===== src/rtl/pbit_sample_averager.sv =====
// rtl/pbit_sample_averager.sv - per-bit ones counter with burn-in discard and majority vote
module pbit_sample_averager #(
  parameter int N_BITS = 5,
  parameter int CNT_W  = 16,
  parameter int BURN_W = 8
) (
  input  logic                    clk,
  input  logic                    reset,
  input  logic                    start,
  input  logic [CNT_W-1:0]        window,
  input  logic [BURN_W-1:0]       burn_in,
  input  logic [N_BITS-1:0]       p_bits,
  output logic                    busy,
  output logic                    done,
  output logic [N_BITS*CNT_W-1:0] sums,
  output logic [N_BITS-1:0]       majority
);

  typedef enum logic [1:0] {
    IDLE = 2'd0,
    BURN = 2'd1,
    ACC  = 2'd2,
    DONE = 2'd3
  } state_t;

  state_t              state;
  logic [CNT_W-1:0]    win_q;
  logic [CNT_W-1:0]    acc_cnt;
  logic [BURN_W-1:0]   burn_cnt;
  logic [CNT_W-1:0]    sum_q  [N_BITS];
  logic [CNT_W-1:0]    sum_nx [N_BITS];
  logic [N_BITS-1:0]   maj_nx;

  // Majority is taken on the sums including the final sample, compared one bit wider.
  always_comb begin
    for (int i = 0; i < N_BITS; i++) begin
      sum_nx[i] = sum_q[i] + {{(CNT_W-1){1'b0}}, p_bits[i]};
      maj_nx[i] = {sum_nx[i], 1'b0} > {1'b0, win_q};
    end
  end

  always_comb begin
    sums = '0;
    for (int i = 0; i < N_BITS; i++) begin
      sums[i*CNT_W +: CNT_W] = sum_q[i];
    end
  end

  always_ff @(posedge clk) begin
    if (reset) begin
      state    <= IDLE;
      busy     <= 1'b0;
      done     <= 1'b0;
      majority <= '0;
      win_q    <= '0;
      acc_cnt  <= '0;
      burn_cnt <= '0;
      for (int i = 0; i < N_BITS; i++) sum_q[i] <= '0;
    end else begin
      case (state)
        IDLE: begin
          done <= 1'b0;
          if (start) begin
            win_q    <= window;
            acc_cnt  <= window;
            burn_cnt <= burn_in;
            busy     <= 1'b1;
            for (int i = 0; i < N_BITS; i++) sum_q[i] <= '0;
            if (burn_in != '0) begin
              state <= BURN;
            end else if (window != '0) begin
              state <= ACC;
            end else begin
              state    <= DONE;
              done     <= 1'b1;
              majority <= '0;
            end
          end
        end
        BURN: begin
          burn_cnt <= burn_cnt - 1'b1;
          if (burn_cnt == {{(BURN_W-1){1'b0}}, 1'b1}) begin
            if (win_q != '0) begin
              state <= ACC;
            end else begin
              state    <= DONE;
              done     <= 1'b1;
              majority <= '0;
            end
          end
        end
        ACC: begin
          for (int i = 0; i < N_BITS; i++) sum_q[i] <= sum_nx[i];
          acc_cnt <= acc_cnt - 1'b1;
          if (acc_cnt == {{(CNT_W-1){1'b0}}, 1'b1}) begin
            state    <= DONE;
            done     <= 1'b1;
            majority <= maj_nx;
          end
        end
        DONE: begin
          state <= IDLE;
          done  <= 1'b0;
          busy  <= 1'b0;
        end
        default: begin
          state <= IDLE;
          done  <= 1'b0;
          busy  <= 1'b0;
        end
      endcase
    end
  end

endmodule

===== config.mk =====
export PLATFORM = sky130hd
export DESIGN_NAME = pbit_sample_averager
export DESIGN_NICKNAME = d
export VERILOG_FILES = /design/src/rtl/pbit_sample_averager.sv
export SDC_FILE = /design/constraint.sdc
export NUM_CORES = 1
export LEC_CHECK = 0
export ABC_AREA = 1
export BUFFER_PORTS_ARGS = -buffer_cell sky130_fd_sc_hd__buf_4
export CELL_PAD_IN_SITES_DETAIL_PLACEMENT = 0
export CELL_PAD_IN_SITES_GLOBAL_PLACEMENT = 1
export CORE_MARGIN = 2
export CORE_UTILIZATION = 40
export DETAILED_ROUTE_END_ITERATION = 8
export GPL_TIMING_DRIVEN = 1
export MAX_ROUTING_LAYER = met4
export PLACE_DENSITY_LB_ADDON = 0.1
export REMOVE_ABC_BUFFERS = 1
export SLEW_MARGIN = 20
export SYNTH_ARGS = -nofsm -noshare
export SYNTH_HDL_FRONTEND = slang
export SYNTH_SLANG_ARGS = --single-unit

===== constraint.sdc =====
create_clock -name clk -period 5.9 [get_ports clk]
set_input_delay 0.295 -clock clk [delete_from_list [all_inputs] [get_ports clk]]
set_output_delay 0.295 -clock clk [all_outputs]
set_load 0.005 [all_outputs]

# Word level (Yosys, flattened, before mapping)

Memory sizes are Yosys's and may differ from the RTL's.
Index checks and enable logic that the tools add are counted.

Bits in registers: 49
Memory bits (writable): 80
Input port bits: 32
Output and inout port bits: 87
Word-level logic and storage cells: 102
Memories: 1

$add $sub $neg: 7
Magnitude comparators: 5
Eq/ne operators: 11
Mux-type cells: 46
Bitwise operators: 10
Reductions and logical operators: 15

Memory list:

| memory | depth | width | read ports | clocked after Yosys merged registers in | wr ports | RTL line | text |
|---|---|---|---|---|---|---|---|
| sum_q  | 5     | 16    | 5          | 0                                       | 5        | 30       | `logic [CNT_W-1:0] sum_q [N_BITS];` |

Operators by type and width:

| cell                  | number |
|---|---|
| $mux 16               | 11 |
| $gt 17x16->1          | 5 |
| $add 16x1->16         | 5 |
| $pmux 16 s2           | 1 |
| $reduce_bool 16->1    | 2 |
| $mux 5                | 6 |
| $mux 1                | 18 |
| $eq 16x1->1 const B   | 1 |
| $pmux 8 s2            | 1 |
| $sub 16x1->16 const B | 1 |
| $pmux 5 s3            | 1 |
| $ne 2x2->1 const B    | 6 |
| $or 1x1->1            | 10 |
| $eq 8x1->1 const B    | 1 |
| $mux 2                | 4 |
| $mux 8                | 1 |
| $pmux 2 s4            | 1 |
| $reduce_and 2->1      | 4 |
| $reduce_bool 8->1     | 1 |
| $sub 8x1->8 const B   | 1 |
| $reduce_and 7->1      | 1 |
| $reduce_and 3->1      | 2 |
| $reduce_bool 2->1     | 3 |
| $eq 2x2->1 const B    | 2 |
| 5 further kinds       | 5 |

# Logic depth before layout (Yosys ltp)

Depth in word-level cells: 6
Mapped depth: 22
Mapped depth without buffers: 22

# Least setup slack after synthesis

OpenSTA, ideal clock, no wires.

Kind: flip-flop to flip-flop
Start: register state[0]
End: memory sum_q[0][0] (enable)
Library setup time: 997 ps
Arrival: 2957 ps
Data required time: 4903 ps
Setup slack: 1946 ps
Stages on the path, launching flop included: 7
Path buffers: 2
Period minus slack after synthesis: 3954 ps
Cell sequence: dfxtp_1 inv_1 ha_1 buf_4 inv_1 clkbuf_1 nand3_1

RTL lines:

| item                   | RTL line | text |
|---|---|---|
| start, declared        | 26       | `state_t state;` |
| start signal, assigned | 51       | `state <= IDLE;` |
| start signal, assigned | 70       | `state <= BURN;` |
| start signal, assigned | 72       | `state <= ACC;` |
| end, declared          | 30       |  |

==> results.txt <==
----------------------------------------------------
[Place]
  Placement-stage cell area ... 10,600 µm²
  Detail Placement HPWL ... 18.8 mm
  RD Place Congestion ... 0.838
  # port buffers ... 118

[STA]
  Number of setup violations in the final report ... 0
  Crit path time final ... 3.29 ns
  Total negative setup slack ... 0 ns
  Maximum clock frequency ... 304 MHz
  Setup repair after global routing missed its margin ... no
  Hold Violations, Final ... 0
  Tightest slew margin relative to the limit ... 30.7%
  Slew at the pin with the worst max-slew slack ... 1.04 ns
  Max Clock Skew ... 0.0127 ns
  Final number of max-transition violations ... 0
  Hold slack ... 0.179 ns
  Final worst path period share ... 55.8%

[Worst setup path]
  Top fanout value on the critical path ... 62
  Kind of end point of the critical path ... register
  Worst Path Arrival ... 3.44 ns
  Startpoint of the most critical register-to-register path ... state[0]$_SDFFE_PP0P_
  Data required time of the worst path ... 6.05 ns
  Startpoint of the worst setup timing path ... state[0]$_SDFFE_PP0P_
  Setup slack of the most critical reg-to-reg path ... 2.61 ns
  Capturing point of the worst reg2reg path ... sum_q[0][31]$_SDFFCE_PN0P_
  Depth of the worst register-to-register path ... 5
  Critical Setup Path Class ... register to register
  Setup crit start kind ... register

[Final layout]
  Cell area after layout ... 11,100 µm²
  Total area of multi-input combinational cells ... 5030 µm²
  Antenna diode count ... 0
  Fill cell count ... 2,357
  Area occupied by registers ... 3380 µm²
  Share of final-layout standard cells stronger than drive strength 1 ... 14.3%
  Area growth from synthesis to layout ... 18.6%
  Layout net count ... 1,534
  Post-Route Utilization ... 48.7%

[Clock tree]
  Total CTS buffers ... 17
  H-Tree Level Count ... 4
  Cts repair resizes ... 0
  Cts-stage hold buffer count ... 0
  Clock edge transition at the registers on the reported setup and hold paths ... 0.06 ns
  Buffers inserted during post-CTS setup optimization ... 0
  Clock Tree Buf Depth ... 2
  Clock tree from TritonCTS ... done
  Clock latency of the later-clocked register in the worst-skew pair ... 0.43 ns
  CTS Sinks ... 129
  CTS Root Buffer Type ... sky130_fd_sc_hd__clkbuf_16

[Floorplan]
  Die Y-Extent ... 157 µm
  Full die area ... 24,600 µm²
  Starting utilization of the core area ... 41.1%
  Core Region ... 22,800 µm²
  Die X ... 157 µm
  Total I/O pin count ... 119
  Row count ... 55

[Drt]
  Initial detailed-routing violation count ... 445
  Total wire length after detailed routing ... 25.9 mm
  Vias ... 8,505
  WL/cell ... 14.9 µm
  Via density ... 4.90
  Total iterations of the first detailed-routing run ... 5
  Count of unresolved DRC violations after routing ... 0
  Routed Antenna Nets ... 0

[Run status]
  Outcome ... completed

[Yosys]
  Combined area of all synthesized cells ... 9360 µm²
  Flip-flop cell with the highest count after synthesis ... sky130_fd_sc_hd__edfxtp_1
  Register bit total from synthesis ... 129
  Mean Syn Cell Area ... 7.23 µm²
  Dominant cell type by area after synthesis ... sky130_fd_sc_hd__edfxtp_1
  Area share of the leading cell type in the synthesized netlist ... 25.7%
  Leading cell types by count after synthesis ... 256 x sky130_fd_sc_hd__nand2_1, 226 x sky130_fd_sc_hd__nor2_1, 211 x sky130_fd_sc_hd__inv_1
  Synth async-reset ratio ... 0%
  Yosys synthesis warning count ... 0
  Synth Instances ... 1,295
  Top post-synthesis cells by area ... sky130_fd_sc_hd__edfxtp_1 26%, sky130_fd_sc_hd__ha_1 12%, sky130_fd_sc_hd__dfxtp_1 10%, sky130_fd_sc_hd__nand2_1 10%, sky130_fd_sc_hd__nor2_1 9.1%
  Yosys cell types ... 43
  Count leader, synth ... sky130_fd_sc_hd__nand2_1
  Number of enable flip-flop cells after synthesis ... 80
  Sequential-to-total area share from yosys stat ... 36.2%

[Global route]
  Initial antenna violation count ... 0
  Total track usage ... 22.4%
  Pin count of the biggest net entering global routing ... 80
  Met3 usage ... 3.39%
  Number of global-route vias before repair ... 8,090
  Overall overflow remaining after global route ... 0
  Global routing usage on met1 ... 29.9%
  Global route hottest layer ... met2
  Met2 track utilization from global routing ... 35.9%
  Global-route wire length before repair ... 41.7 mm

[Hold path]
  Worst Hold Path EP ... busy$_SDFFE_PP0P_
  Worst min path class ... primary input to register
  Launch instance of the worst min-delay path ... start
  Hold path cells ... 4

[Pwr]
  Worst ir drop on vdd ... 0.000201 V
  Lkg Pwr ... 5.45 nW
  Total power density per cell area ... 452 nW/µm²

[Flow run]
  Total of max-cap violations ... 0

----------------------------------------------------
[per-stage QoR]
stage               setup slack (ns)  power (mW)  cells
floorplan                       1.76        3.17   1269
global placement                2.64        4.01   1703
detailed placement              2.57        4.04   1703
CTS                             2.55        5.06   1735
global route                    2.20        5.51   1735
finish                          2.61        5.01   1735
[worst max-delay path: stages, from the launching register on]
cell	delay (ns)
sky130_fd_sc_hd__dfxtp_1	0.38
sky130_fd_sc_hd__inv_1	0.09
sky130_fd_sc_hd__ha_1	0.25
sky130_fd_sc_hd__nand2_1	0.73
sky130_fd_sc_hd__nand3_4	0.99
sky130_fd_sc_hd__buf_4	0.56
[report_power, final]
| part | internal (mW) | switching, mW | total [mW] |
|---|---|---|---|
| registers | 1.29 | 0.270 | 1.56 |
| clock network | 0.571 | 0.432 | 1.00 |
| logic | 0.959 | 1.50 | 2.46 |
| total | 2.82 | 2.20 | 5.01 |
[final cells by class]
type	count	share of cell area [%]
repair buffers	121	8.18
multi-input cells	917	45.3
clock buffers	19	4.18
well taps	313	3.53
inverters	223	7.54
clock inverters	13	0.733
flip-flops and latches	129	30.5
[flip-flops by register name, indices dropped and copies added, names as in the netlist]
signal,flops
state,2
sum_q,80
done,1
busy,1
majority,5
acc_cnt,16
burn_cnt,8
win_q,16
[layout by cell type, fill, tap and decap left out, drive strengths merged, types with 5 or more instances in the layout]
| cell | synthesis | routed |
|---|---|---|
| a211oi | 6 | 6 |
| nand3 | 49 | 49 |
| or2 | 5 | 5 |
| nor2 | 245 | 245 |
| xor2 | 32 | 32 |
| nand2 | 261 | 261 |
| nor3 | 24 | 24 |
| ha | 93 | 93 |
| dfxtp | 49 | 49 |
| buf | 9 | 121 |
| xnor2 | 7 | 7 |
| edfxtp | 80 | 80 |
| a21oi | 84 | 84 |
| o211ai | 7 | 7 |
| inv | 222 | 227 |
| nand4 | 16 | 16 |
| o21ai | 65 | 65 |
| clkbuf | 17 | 19 |
| clkinv | 1 | 8 |
| a21o | 7 | 7 |
[worst max path at each step]
stage | end | cells after the start
2_1_floorplan | sum_q[0][0]$_SDFFCE_PN0P_ | 4
3_3_place_gp | sum_q[0][26]$_SDFFCE_PN0P_ | 5
3_5_place_dp | sum_q[0][23]$_SDFFCE_PN0P_ | 5
4_1_cts | sum_q[0][31]$_SDFFCE_PN0P_ | 5
5_1_grt | sum_q[0][31]$_SDFFCE_PN0P_ | 5
6_report | sum_q[0][31]$_SDFFCE_PN0P_ | 5
[cells by family (layout without fill, tap and decap cells)]
group | count (synthesis) | after routing | share of synthesized area [%]
xor gates and xnor gates | 39 | 39 | 3.65
DFF | 129 | 129 | 36.2
and+or+nand+nor | 605 | 605 | 26.8
AOI/OAI and AO/OA | 180 | 180 | 10.8
adders and majority gates | 93 | 93 | 12.4
buffers and inverters | 249 | 376 | 10.2
[layer usage]
layer	up-vias	wire length, µm
met2	176	12000
met3	24	1050
met1	3904	12500
li1	4401	-
met4	0	389
met5	-	0
(Power assumes the default switching activity.)
